--- config.mk ---
export PLATFORM = sky130hd
export DESIGN_NAME = puf_response_ctrl_flat
export DESIGN_NICKNAME = d
export VERILOG_FILES = /design/src/rtl/puf_response_ctrl_if.sv /design/src/rtl/puf_response_ctrl.sv /design/src/flat_wrapper.sv
export SDC_FILE = /design/constraint.sdc
export NUM_CORES = 1
export LEC_CHECK = 0
export ABC_AREA = 1
export CAP_MARGIN = 40
export CORE_MARGIN = 1
export CORE_UTILIZATION = 30
export DETAILED_ROUTE_END_ITERATION = 10
export GPL_TIMING_DRIVEN = 1
export SLEW_MARGIN = 20
export SYNTH_ARGS = -nofsm -noshare
export SYNTH_HDL_FRONTEND = slang
export SYNTH_SLANG_ARGS = --single-unit
--- constraint.sdc ---
create_clock -name clk -period 4.2 [get_ports clk]
set_input_delay 1.05 -clock clk [delete_from_list [all_inputs] [get_ports clk]]
set_output_delay 1.05 -clock clk [all_outputs]
set_load 0.01 [all_outputs]
--- src/rtl/puf_response_ctrl_if.sv ---
// ---------------------------------------------------------------------------
// puf_response_ctrl_if
// Bundles every non-clock/reset signal of puf_response_ctrl.
//   start      host request pulse, sampled only while the controller is idle
//   challenge  base oscillator index captured with an accepted start
//   count_a/b  frozen edge-counter values from PUF banks A and B
//   ro_sel     oscillator select driven to both bank muxes
//   ro_en      oscillator enable (measurement window)
//   cnt_clr    edge-counter clear
//   busy       controller is in a run
//   done       one-cycle pulse when response/tie_mask update
//   response   last completed response word (bit i <- challenge i)
//   tie_mask   bit i set when the two counts were equal for bit i
// Modports: master = host/bank side, slave = controller side.
// ---------------------------------------------------------------------------
interface puf_response_ctrl_if #(
   parameter int NBITS = 8
);
   logic             start;
   logic [4:0]       challenge;
   logic [7:0]       count_a;
   logic [7:0]       count_b;
   logic [4:0]       ro_sel;
   logic             ro_en;
   logic             cnt_clr;
   logic             busy;
   logic             done;
   logic [NBITS-1:0] response;
   logic [NBITS-1:0] tie_mask;

   modport master (
      output start, challenge, count_a, count_b,
      input  ro_sel, ro_en, cnt_clr, busy, done, response, tie_mask
   );

   modport slave (
      input  start, challenge, count_a, count_b,
      output ro_sel, ro_en, cnt_clr, busy, done, response, tie_mask
   );
endinterface

--- src/rtl/puf_response_ctrl.sv ---
// ---------------------------------------------------------------------------
// puf_response_ctrl
// Sequences two ring-oscillator PUF banks: per response bit it selects an
// oscillator pair, clears the edge counters, enables the oscillators for
// WINDOW_CYCLES, waits SETTLE_CYCLES for the counts to freeze, then compares
// the counts and records one response bit and one tie bit. One start pulse
// runs NBITS challenges (base, base+1, ... mod 32) and ends with a done pulse.
// Ports:
//   clk    system clock, rising edge
//   rst_n  asynchronous reset, active-high (legacy name kept for the codebase)
//   bus    puf_response_ctrl_if.slave (handshake, bank control, results)
// All outputs come straight from flops.
// ---------------------------------------------------------------------------
module puf_response_ctrl #(
   parameter int WINDOW_CYCLES = 64,
   parameter int SETTLE_CYCLES = 4,
   parameter int NBITS         = 8
) (
   input  logic                 clk,
   input  logic                 rst_n,
   puf_response_ctrl_if.slave   bus
);

   typedef enum logic [2:0] {
      S_IDLE,
      S_CLEAR,
      S_RUN,
      S_SETTLE,
      S_COMPARE,
      S_DONE
   } state_t;

   localparam logic [15:0] WIN_LOAD = 16'(WINDOW_CYCLES - 1);
   localparam logic [15:0] SET_LOAD = 16'(SETTLE_CYCLES - 1);
   localparam logic [4:0]  LAST_IDX = 5'(NBITS - 1);

   state_t           state_q, state_d;
   logic [15:0]      tmr_q;
   logic [4:0]       base_q;
   logic [4:0]       idx_q;
   logic [4:0]       ro_sel_q;
   logic [NBITS-1:0] work_resp_q, work_tie_q;
   logic [NBITS-1:0] work_resp_nxt, work_tie_nxt;
   logic [NBITS-1:0] response_q, tie_q;
   logic             ro_en_q, cnt_clr_q, busy_q, done_q;
   logic             ro_en_d, cnt_clr_d, busy_d, done_d;
   logic             a_gt_b, a_eq_b, last_bit;

   assign a_gt_b   = (bus.count_a > bus.count_b);
   assign a_eq_b   = (bus.count_a == bus.count_b);
   assign last_bit = (idx_q == LAST_IDX);

   // Working registers are cleared at start, so OR-ing in the new bit at
   // position idx is equivalent to writing that bit.
   assign work_resp_nxt = work_resp_q | (NBITS'(a_gt_b) << idx_q);
   assign work_tie_nxt  = work_tie_q  | (NBITS'(a_eq_b) << idx_q);

   // ---- FSM state register ----
   always_ff @(posedge clk or posedge rst_n) begin
      if (rst_n) state_q <= S_IDLE;
      else       state_q <= state_d;
   end

   // ---- FSM next-state logic ----
   always_comb begin
      state_d = state_q;
      case (state_q)
         S_IDLE:    if (bus.start) state_d = S_CLEAR;
         S_CLEAR:   state_d = S_RUN;
         S_RUN:     if (tmr_q == 16'd0) state_d = S_SETTLE;
         S_SETTLE:  if (tmr_q == 16'd0) state_d = S_COMPARE;
         S_COMPARE: state_d = last_bit ? S_DONE : S_CLEAR;
         S_DONE:    state_d = S_IDLE;
         default:   state_d = S_IDLE;
      endcase
   end

   // ---- FSM output logic ----
   // Decoded from the next state and registered below, so each output is
   // aligned with the state it belongs to while still coming from a flop.
   always_comb begin
      ro_en_d   = (state_d == S_RUN);
      cnt_clr_d = (state_d == S_CLEAR);
      busy_d    = (state_d != S_IDLE);
      done_d    = (state_d == S_DONE);
   end

   always_ff @(posedge clk or posedge rst_n) begin
      if (rst_n) begin
         ro_en_q   <= 1'b0;
         cnt_clr_q <= 1'b0;
         busy_q    <= 1'b0;
         done_q    <= 1'b0;
      end else begin
         ro_en_q   <= ro_en_d;
         cnt_clr_q <= cnt_clr_d;
         busy_q    <= busy_d;
         done_q    <= done_d;
      end
   end

   // ---- window / settle down-counter ----
   // Loaded with N-1 on entry so the phase lasts exactly N cycles.
   always_ff @(posedge clk or posedge rst_n) begin
      if (rst_n) begin
         tmr_q <= 16'd0;
      end else begin
         case (state_q)
            S_CLEAR:  tmr_q <= WIN_LOAD;
            S_RUN:    tmr_q <= (tmr_q == 16'd0) ? SET_LOAD : tmr_q - 16'd1;
            S_SETTLE: if (tmr_q != 16'd0) tmr_q <= tmr_q - 16'd1;
            default:  tmr_q <= tmr_q;
         endcase
      end
   end

   // ---- challenge sequencing and response capture ----
   always_ff @(posedge clk or posedge rst_n) begin
      if (rst_n) begin
         base_q      <= 5'd0;
         idx_q       <= 5'd0;
         ro_sel_q    <= 5'd0;
         work_resp_q <= '0;
         work_tie_q  <= '0;
         response_q  <= '0;
         tie_q       <= '0;
      end else begin
         if (state_q == S_IDLE && bus.start) begin
            base_q      <= bus.challenge;
            idx_q       <= 5'd0;
            ro_sel_q    <= bus.challenge;
            work_resp_q <= '0;
            work_tie_q  <= '0;
         end
         if (state_q == S_COMPARE) begin
            work_resp_q <= work_resp_nxt;
            work_tie_q  <= work_tie_nxt;
            if (!last_bit) begin
               idx_q    <= idx_q + 5'd1;
               // 5-bit add wraps mod 32 across the oscillator index space
               ro_sel_q <= base_q + idx_q + 5'd1;
            end
         end
         // The result word lands together with the done pulse.
         if (state_d == S_DONE) begin
            response_q <= work_resp_nxt;
            tie_q      <= work_tie_nxt;
         end
      end
   end

   assign bus.ro_sel   = ro_sel_q;
   assign bus.ro_en    = ro_en_q;
   assign bus.cnt_clr  = cnt_clr_q;
   assign bus.busy     = busy_q;
   assign bus.done     = done_q;
   assign bus.response = response_q;
   assign bus.tie_mask = tie_q;

endmodule

--- src/flat_wrapper.sv ---
// flat-port wrapper written by rule: the top's interface ports become plain ports
module puf_response_ctrl_flat 
#(
   parameter int WINDOW_CYCLES = 64,
   parameter int SETTLE_CYCLES = 4,
   parameter int NBITS         = 8
)
  (clk, rst_n, bus_start, bus_challenge, bus_count_a, bus_count_b, bus_ro_sel, bus_ro_en, bus_cnt_clr, bus_busy, bus_done, bus_response, bus_tie_mask);
  puf_response_ctrl_if #(.NBITS(NBITS)) bus_i ();
  input  logic clk;
  input  logic rst_n;
  input wire logic [$bits(bus_i.start)-1:0] bus_start;
  input wire logic [$bits(bus_i.challenge)-1:0] bus_challenge;
  input wire logic [$bits(bus_i.count_a)-1:0] bus_count_a;
  input wire logic [$bits(bus_i.count_b)-1:0] bus_count_b;
  output wire logic [$bits(bus_i.ro_sel)-1:0] bus_ro_sel;
  output wire logic [$bits(bus_i.ro_en)-1:0] bus_ro_en;
  output wire logic [$bits(bus_i.cnt_clr)-1:0] bus_cnt_clr;
  output wire logic [$bits(bus_i.busy)-1:0] bus_busy;
  output wire logic [$bits(bus_i.done)-1:0] bus_done;
  output wire logic [$bits(bus_i.response)-1:0] bus_response;
  output wire logic [$bits(bus_i.tie_mask)-1:0] bus_tie_mask;
  assign bus_i.start = bus_start;
  assign bus_i.challenge = bus_challenge;
  assign bus_i.count_a = bus_count_a;
  assign bus_i.count_b = bus_count_b;
  assign bus_ro_sel = bus_i.ro_sel;
  assign bus_ro_en = bus_i.ro_en;
  assign bus_cnt_clr = bus_i.cnt_clr;
  assign bus_busy = bus_i.busy;
  assign bus_done = bus_i.done;
  assign bus_response = bus_i.response;
  assign bus_tie_mask = bus_i.tie_mask;
  puf_response_ctrl #(.WINDOW_CYCLES(WINDOW_CYCLES), .SETTLE_CYCLES(SETTLE_CYCLES), .NBITS(NBITS)) u_core (.clk(clk), .rst_n(rst_n), .bus(bus_i));
endmodule
==> flow_summary.ini <==
[global_routing]
grt_max_degree = 42
grt_first_pass_wirelength_um = 15900
grt_overflow = 0
antenna_found_initial = 0
grtUsageTotal = 0.145
grt_pass1_vias = 3422

[detailed_routing]
drt_pass1_iterations = 4
wl_per_cell_um = 12.5
drt_first_iter_violations = 157
num_vias = 3332
wirelength_um = 9210
antenna_left = 0
viasPerCell = 4.53
drc = 0

[logic_synthesis]
synth_ff_type = dfrtp_1
yosysSeqAreaShare = 0.438
synthCells = 503
syn_area_um2 = 4000
syn_avg_cell_area_um2 = 7.96
yosys_warnings = 0
synth_edf_count = 0
ys_ff_latch = 70
synthesis.nets = 543
ys_types = 41
async_reset_ff_frac = 1.00

[sta]
drv_slew = 0
setup_viol = 0
fin_crit_ns = 2.69
fin_ws_ns = 1.51
skew_ns = 0.00948
whs_ns = 0.478
setup-tns-final_ns = 0
timing.final.crit_share = 0.640
tightest_slew_ns = 0.540
clock.fmax_ghz = 0.372
hold_violations = 0
grt_setup_unrepaired = no
relSlewSlack = 0.640

[setup_path]
worstPathMaxFanout = 4
rr_startpoint = u_core.idx_q[0]
r2r_cells = 10
rrSetupSlack_ns = 2.16
cp.arrival_ns = 2.95
crit_required_ns = 4.46
crit_path_start = bus_count_b[7]
critPathKind = input pin to register
end_kind = register
cp-start-kind = input pin
reg2reg_to = u_core.bus.ro_sel[4]
cp-endpoint = u_core.work_tie_q[6]

[clocking]
clk_pin_slew_worst_paths_ns = 0.07
post_cts_buffers = 0
h-tree-depth = 3
cts_resized = 0
root_buffer = clkbuf_16
holdBufCountCts = 0
cts.sinks = 70
tritoncts = built
cts_buffers = 9
max-clock-path-buffers = 2
clkLatencyLatePin_ns = 0.35

[floorplanning]
core_region_area_um2 = 12800
io_pins = 49
die_area_um2 = 13800
initial_core_util = 0.312
rows = 41
die_x_um = 118
die_height_um = 118

[power]
power_w = 0.00147
power_density_nw_per_um2 = 298
peakVddDrop_v = 0.000154
p_leak_nw = 2.60

[finish]
layout-drive-gt1-share = 0.0941
diodes = 0
multiInputGateArea_um2 = 1910
final_util = 0.386
nFillCells = 1342
syn_to_final_growth_pct = 23.7
final_nets = 598
most-common-layout-cells = nand2_1 (176), dfrtp_1 (70), inv_1 (65)
regArea_um2 = 1750
final_common_cell = nand2_1

[place]
dp_hpwl_um = 6810
post-place-ws_ns = 1.16
place_congestion = 0.946
io_buffers = 48

[min_path]
hp-class = register to register
hold_path_startpoint = u_core.work_resp_q[2]

[run]
cap_viol_max_count = 0

[outcome]
status = finished clean
## registers in the layout, indices dropped and copies added, names as in the netlist
| name | cells |
|---|---|
| u_core.bus.ro_en | 1 |
| u_core.base_q | 5 |
| u_core.work_resp_q | 8 |
| u_core.tmr_q | 16 |
| u_core.bus.done | 1 |
| u_core.work_tie_q | 8 |
| u_core.bus.ro_sel | 5 |
| u_core.bus.busy | 1 |
| u_core.bus.cnt_clr | 1 |
| u_core.bus.response | 8 |
| u_core.state_q | 3 |
| u_core.bus.tie_mask | 8 |
| u_core.idx_q | 5 |
## report_power, final
| group | total [W] | switching (W) | internal (W) |
|---|---|---|---|
| registers | 0.000674 | 0 | 0.000674 |
| clock network | 0.000741 | 0.000330 | 0.000411 |
| logic | 0.0000590 | 0.0000294 | 0.0000296 |
## per-stage QoR
| step | std cells | instance area (um2) |
|---|---|---|
| floorplan | 503 | 4000 |
| global placement | 718 | 4640 |
| detailed placement | 719 | 4660 |
| CTS | 735 | 4950 |
| global route | 735 | 4950 |
| finish | 735 | 4950 |
## how the worst min path moves through the flow
stage / endpoint / cells past startpoint
5_1_grt: u_core.bus.tie_mask[4] / 2
4_1_cts: u_core.work_resp_q[0] / 2
2_1_floorplan: u_core.work_resp_q[0] / 2
6_report: u_core.work_resp_q[2] / 2
3_5_place_dp: u_core.work_resp_q[0] / 2
3_3_place_gp: u_core.work_resp_q[0] / 2
## cell usage after synthesis (all sizes together), types with 2 or more instances
cell    number  share of area
inv         71          0.069
nand4        6          0.013
o211a        4          0.010
o21ai       32          0.044
xor2        11          0.024
nand2      183           0.18
buf          5          0.015
o21bai       8          0.015
o21a         2         0.0037
a21oi        9          0.011
nand3       24          0.031
nor3         4         0.0078
ha          15          0.047
nor2        49          0.065
dfrtp       70           0.44
## cell type report
class | instances | share of cell area
timing repair buffer | 50 | 0.103
inverter | 71 | 0.0559
clock buffer | 9 | 0.0455
multi-input combinational | 356 | 0.386
sequential | 70 | 0.354
tap | 172 | 0.0435
clock inverter | 7 | 0.0124
## logic make-up after synthesis
logic type,share of synthesized area
flip-flops,0.438
XOR/XNOR,0.0262
AND/OR/NAND/NOR,0.306
AO/OA/AOI/OAI,0.0912
multiplexers,0.00250
buffers and inverters,0.0847
adder cells (fa/ha/maj),0.0519
## worst max-delay path, stage by stage
cell	delay, ns
clkdlybuf4s50_1	0.45
inv_1	0.04
ha_1	0.29
nand2_1	0.07
nor2_1	0.18
nand2_1	0.07
nor2_1	0.22
nand3_1	0.15
o21ai_0	0.27
nand2_1	0.07
o21ai_0	0.09
## routing by layer
metal,wire (um),GRT usage,up-vias,share of wire
li1,-,-,1693,-
met4,135,0.0585,0,0.015
met2,4520,0.249,61,0.49
met3,359,0.0349,10,0.039
met1,4200,0.174,1568,0.46
met5,0,0,-,0
Power figures use the tool's default switching activity.
==> RTL edit 1: new RTL, same settings <==
`NBITS` is set to 8 in 3 places; all go to 10.
--- a/src/rtl/puf_response_ctrl_if.sv
+++ b/src/rtl/puf_response_ctrl_if.sv
@@ -15,5 +15,5 @@
 // ---------------------------------------------------------------------------
 interface puf_response_ctrl_if #(
-   parameter int NBITS = 8
+   parameter int NBITS = 10
 );
    logic             start;
--- a/src/rtl/puf_response_ctrl.sv
+++ b/src/rtl/puf_response_ctrl.sv
@@ -15,5 +15,5 @@
    parameter int WINDOW_CYCLES = 64,
    parameter int SETTLE_CYCLES = 4,
-   parameter int NBITS         = 8
+   parameter int NBITS         = 10
 ) (
    input  logic                 clk,
--- a/src/flat_wrapper.sv
+++ b/src/flat_wrapper.sv
@@ -4,5 +4,5 @@
    parameter int WINDOW_CYCLES = 64,
    parameter int SETTLE_CYCLES = 4,
-   parameter int NBITS         = 8
+   parameter int NBITS         = 10
 )
   (clk, rst_n, bus_start, bus_challenge, bus_count_a, bus_count_b, bus_ro_sel, bus_ro_en, bus_cnt_clr, bus_busy, bus_done, bus_response, bus_tie_mask);
Interface: changed (resized bus_response and bus_tie_mask); port bits go from 49 to 53. The function was not compared with the original's and may differ.
==> RTL edit 1 against the unedited design <==
- wire length up 0.21%
- synthesized area up 1.4%
- critical path type unchanged
- the run now ends with DRC left
- worst setup slack got worse by 61 ps
- register-to-register slack worse by 380 ps
- sequential cell count up 8
- power rose by 7.5%
- largest power group unchanged
- final area grew 2.3%
==> RTL edit 1: results (changes against the unedited design) <==
<table>
<tr><th>Metric</th><th>Value</th></tr>
<tr><th colspan="2">Outcome</th></tr>
<tr><td>Status</td><td>complete, but fails checks</td></tr>
<tr><td>Failing checks</td><td>DRC</td></tr>
<tr><th colspan="2">Critical path</th></tr>
<tr><td>Largest fanout on the critical path</td><td>7 (+3)</td></tr>
<tr><td>FF-to-FF setup slack</td><td>1780 ps (-380 ps)</td></tr>
<tr><td>Crit path arrival time</td><td>3000 ps (+50 ps)</td></tr>
<tr><td>Worst reg2reg path endpoint</td><td>u_core.bus.tie_mask[3]</td></tr>
<tr><td>Depth of the most critical reg-to-reg path</td><td>8 (-2)</td></tr>
<tr><th colspan="2">Yosys</th></tr>
<tr><td>Cell count after synthesis</td><td>493 (-2.0%)</td></tr>
<tr><td>Number of unique standard cell types used by synthesis</td><td>37 (-9.8%)</td></tr>
<tr><td>Share of synthesized area occupied by flip-flops and latches</td><td>48.1% (+4.3 points)</td></tr>
<tr><th colspan="2">Detailed routing</th></tr>
<tr><td>Drt wl/cell</td><td>12.7 um (+1.0%)</td></tr>
<tr><td>DRC marker count from the first detailed-route iteration</td><td>211 (+34%)</td></tr>
<tr><td>Wire length after detailed routing</td><td>9230 um (+0.21%)</td></tr>
<tr><td>Number of DRC violations after detailed routing</td><td>2 (+2)</td></tr>
<tr><td>Detailed-router iteration count before antenna repair</td><td>7 (+3)</td></tr>
<tr><th colspan="2">Placed design</th></tr>
<tr><td>Detailed Place HPWL</td><td>6660 um (-2.1%)</td></tr>
<tr><td>Routability Congestion</td><td>0.814 (-14%)</td></tr>
<tr><td>Cell count after placement</td><td>713 (-0.83%)</td></tr>
<tr><td>Standard cell area after detailed placement</td><td>4770 um2 (+2.2%)</td></tr>
<tr><th colspan="2">Final layout</th></tr>
<tr><td>Count of nets after finishing</td><td>589 (-1.5%)</td></tr>
<tr><th colspan="2">Pwr</th></tr>
<tr><td>Pwr dens</td><td>313 nW/um2 (+5.1%)</td></tr>
<tr><td>Flop pwr share</td><td>47.4% (+1.7 points)</td></tr>
<tr><td>Static power due to leakage</td><td>2.45 nW (-5.9%)</td></tr>
<tr><th colspan="2">Global routing</th></tr>
<tr><td>Via count of the first global-routing pass</td><td>3240 (-5.3%)</td></tr>
<tr><td>Maximum number of pins on one net before global-route repair</td><td>37 (-12%)</td></tr>
<tr><th colspan="2">Worst hold path</th></tr>
<tr><td>Worst min-delay path endpoint</td><td>u_core.work_resp_q[9]</td></tr>
</table>
RTL edit 1: worst max-delay path, delay by kind of cell:
kind / cells / cell delay (ps)
AND/OR/NAND/NOR: 6 / 870
AO/OA/AOI/OAI: 2 / 310
buffers and inverters: 2 / 490
adder cells (fa/ha/maj): 1 / 280
RTL edit 1: area by class of cell:
| cell class | instances | area, um2 |
|---|---|---|
| clock inverter | 6 | 68.8 |
| clock buffer | 10 | 229 |
| tap | 176 | 220 |
| inverter | 66 | 248 |
| multi-input combinational | 338 | 1790 |
| sequential | 78 | 1950 |
| fill | 1344 | 8180 |
| timing repair buffer | 55 | 556 |
RTL edit 1: how the worst max path moves through the flow:
stage | end | cells after the start | start | slack [ps]
floorplan | u_core.base_q[0] | 1 | rst_n | 1150
global placement | u_core.work_tie_q[9] | 11 | bus_count_b[7] | 1200
detailed placement | u_core.work_tie_q[9] | 11 | bus_count_b[7] | 1130
CTS | u_core.work_tie_q[9] | 11 | bus_count_b[7] | 1480
global route | u_core.work_tie_q[9] | 11 | bus_count_b[7] | 1290
finish | u_core.work_tie_q[9] | 11 | bus_count_b[7] | 1450
RTL edit 1: metrics by stage:
step / util [%] / hold WS, ps
floorplan: - / 443
global placement: 36.0 / 463
detailed placement: 36.0 / 463
CTS: 38.2 / 481
global route: 38.2 / 511
finish: 38.2 / 478
RTL edit 1: kinds of logic after synthesis:
logic type	share of synthesized area (%)
DFF	48.1
xor gates and xnor gates	2.37
and+or+nand+nor	24.7
AOI/OAI and AO/OA	11.7
adders and majority gates	5.43
buffers and inverters	7.77
RTL edit 1: layer usage:
metal | share of wire, % | global-route usage (%)
met5 | 0 | 0
met4 | 0.82 | 5.05
met3 | 2.8 | 2.85
met2 | 47 | 22.6
met1 | 50 | 18.7
==> RTL edit 2: new RTL, same flow settings <==
Without the edit above. Make the reset (`rst_n`) synchronous in 4 clocked blocks. Comments in the files are not updated.
--- a/src/rtl/puf_response_ctrl.sv
+++ b/src/rtl/puf_response_ctrl.sv
@@ -57,5 +57,5 @@
 
    // ---- FSM state register ----
-   always_ff @(posedge clk or posedge rst_n) begin
+   always_ff @(posedge clk) begin
       if (rst_n) state_q <= S_IDLE;
       else       state_q <= state_d;
@@ -86,5 +86,5 @@
    end
 
-   always_ff @(posedge clk or posedge rst_n) begin
+   always_ff @(posedge clk) begin
       if (rst_n) begin
          ro_en_q   <= 1'b0;
@@ -102,5 +102,5 @@
    // ---- window / settle down-counter ----
    // Loaded with N-1 on entry so the phase lasts exactly N cycles.
-   always_ff @(posedge clk or posedge rst_n) begin
+   always_ff @(posedge clk) begin
       if (rst_n) begin
          tmr_q <= 16'd0;
@@ -116,5 +116,5 @@
 
    // ---- challenge sequencing and response capture ----
-   always_ff @(posedge clk or posedge rst_n) begin
+   always_ff @(posedge clk) begin
       if (rst_n) begin
          base_q      <= 5'd0;
Behaviour: differs if rst_n is asserted again (counterexample within 4 cycles, from zero or initial values and one cycle with rst_n high); with rst_n held inactive, the same outputs for 10 cycles.
==> RTL edit 2 against the unedited design <==
- sequential share of layout area down 4.1 points
- synthesized area down 12%
- final area shrank 9.5%
- worst setup slack worse by 99 ps
- wire length down 13%
- highest routed layer unchanged
- non-clock buffer count is 1 higher
- via count is 5.1% lower
- sequential cell count is the same
- die area down 12%
- count of clock-buffer cells in the layout unchanged
Power is not compared: it rests on default switching activity, and its combinational part moved more than twofold at a synthesized area within 25%.
==> RTL edit 2: results (changes against the unedited design) <==
<table>
<tr><th>Metric</th><th>Value</th></tr>
<tr><th colspan="2">STA</th></tr>
<tr><td>Fin crit share</td><td>66.4% (+2.4 points)</td></tr>
<tr><td>Max-slew headroom at the worst pin</td><td>56.0% (-8.0 points)</td></tr>
<tr><td>Setup Skew</td><td>8.01 ps (-1.47 ps)</td></tr>
<tr><th colspan="2">Critical path</th></tr>
<tr><td>Slowest-stage cell, CP</td><td>sky130_fd_sc_hd__a21oi_1</td></tr>
<tr><td>Maximum cell stage delay along the critical path</td><td>520 ps (+70 ps)</td></tr>
<tr><td>Critical register-to-register path startpoint</td><td>u_core.idx_q[0]</td></tr>
<tr><td>Capturing element of the worst setup path</td><td>u_core.bus.response[6]</td></tr>
<tr><td>Largest fanout on the critical path</td><td>8 (+4)</td></tr>
<tr><td>Worst reg2reg path endpoint</td><td>u_core.bus.ro_sel[4]</td></tr>
<tr><td>Depth of the most critical reg-to-reg path</td><td>9 (-1)</td></tr>
<tr><th colspan="2">Global routing</th></tr>
<tr><td>Maximum number of pins on one net before global-route repair</td><td>30 (-29%)</td></tr>
<tr><td>All-Layer GR Usage</td><td>13.3% (-1.2 points)</td></tr>
<tr><td>Via count of the first global-routing pass</td><td>2956 (-14%)</td></tr>
<tr><th colspan="2">Yosys</th></tr>
<tr><td>Dominant register cell in the synthesized netlist</td><td>sky130_fd_sc_hd__dfxtp_1</td></tr>
<tr><td>Share of synthesized flip-flops with an asynchronous set or reset</td><td>0% (-100 points)</td></tr>
<tr><td>Commonest cells post-synth</td><td>83 x sky130_fd_sc_hd__nand2_1, 77 x sky130_fd_sc_hd__inv_1, 70 x sky130_fd_sc_hd__dfxtp_1, 67 x sky130_fd_sc_hd__nor2_1, 29 x sky130_fd_sc_hd__a21oi_1</td></tr>
<tr><th colspan="2">Outcome</th></tr>
<tr><td>Status</td><td>completed</td></tr>
<tr><th colspan="2">Worst hold path</th></tr>
<tr><td>Hold Crit Start</td><td>u_core.work_resp_q[2]</td></tr>
<tr><th colspan="2">Placed design</th></tr>
<tr><td>Detailed Place HPWL</td><td>5790 um (-15%)</td></tr>
<tr><td>Setup slack at placement</td><td>1060 ps (-108 ps)</td></tr>
<tr><th colspan="2">Final layout</th></tr>
<tr><td>Layout cells sized above 1</td><td>7.24% (-2.2 points)</td></tr>
<tr><td>Filler instances</td><td>1197 (-11%)</td></tr>
<tr><th colspan="2">Detailed routing</th></tr>
<tr><td>DRC marker count from the first detailed-route iteration</td><td>142 (-9.6%)</td></tr>
<tr><td>Drt wl/cell</td><td>11.7 um (-6.3%)</td></tr>
<tr><th colspan="2">Clocking</th></tr>
<tr><td>Clk Latency, worst-skew pair</td><td>330 ps (-20 ps)</td></tr>
</table>
==> RTL edit 2: power by group <==
| part | total (mW) | switching (mW) | internal (mW) |
|---|---|---|---|
| sequential | 0.759 | 0.0381 | 0.721 |
| combinational | 0.524 | 0.331 | 0.193 |
| clock | 0.830 | 0.303 | 0.527 |
==> RTL edit 2: worst min-delay path, cell delays in order (launching register included) <==
cell and delay (ps):
sky130_fd_sc_hd__dfxtp_1 300, sky130_fd_sc_hd__inv_1 60, sky130_fd_sc_hd__a21oi_1 60
==> RTL edit 2: logic make-up after synthesis <==
logic type	Yosys count	synth area share, %
and+or+nand+nor	213	27.7
buffers and inverters	95	10.9
AOI/OAI and AO/OA	83	13.9
DFF	70	39.7
adders and majority gates	15	5.53
xor gates and xnor gates	9	2.23
==> RTL edit 2: layout make-up <==
type                       instances  area (um2)  share of cell area, %
multi-input combinational        320        1740                   38.9
sequential                        70        1400                   31.3
timing repair buffer              51         523                   11.7
inverter                          82         308                   6.87
clock buffer                       9         225                   5.02
tap                              143         179                   3.99
clock inverter                     7         103                   2.29
==> RTL edit 2: routing by layer <==
layer | wire (um) | up-vias | share of wire, % | global-route usage (%)
met3 | 435 | 7 | 5.4 | 3.35
li1 | - | 1665 | - | -
met2 | 3710 | 86 | 46 | 21.6
met4 | 101 | 0 | 1.3 | 4.80
met1 | 3770 | 1403 | 47 | 17.0
met5 | 0 | - | 0 | 0
==> RTL edit 2: stage by stage <==
step	hold slack, ps	std cells	utilization, %
final	471	682	39.3
after global routing	489	682	39.3
after CTS	470	682	39.3
after detailed placement	463	666	36.4
after global placement	455	665	36.1
after floorplan	445	485	-
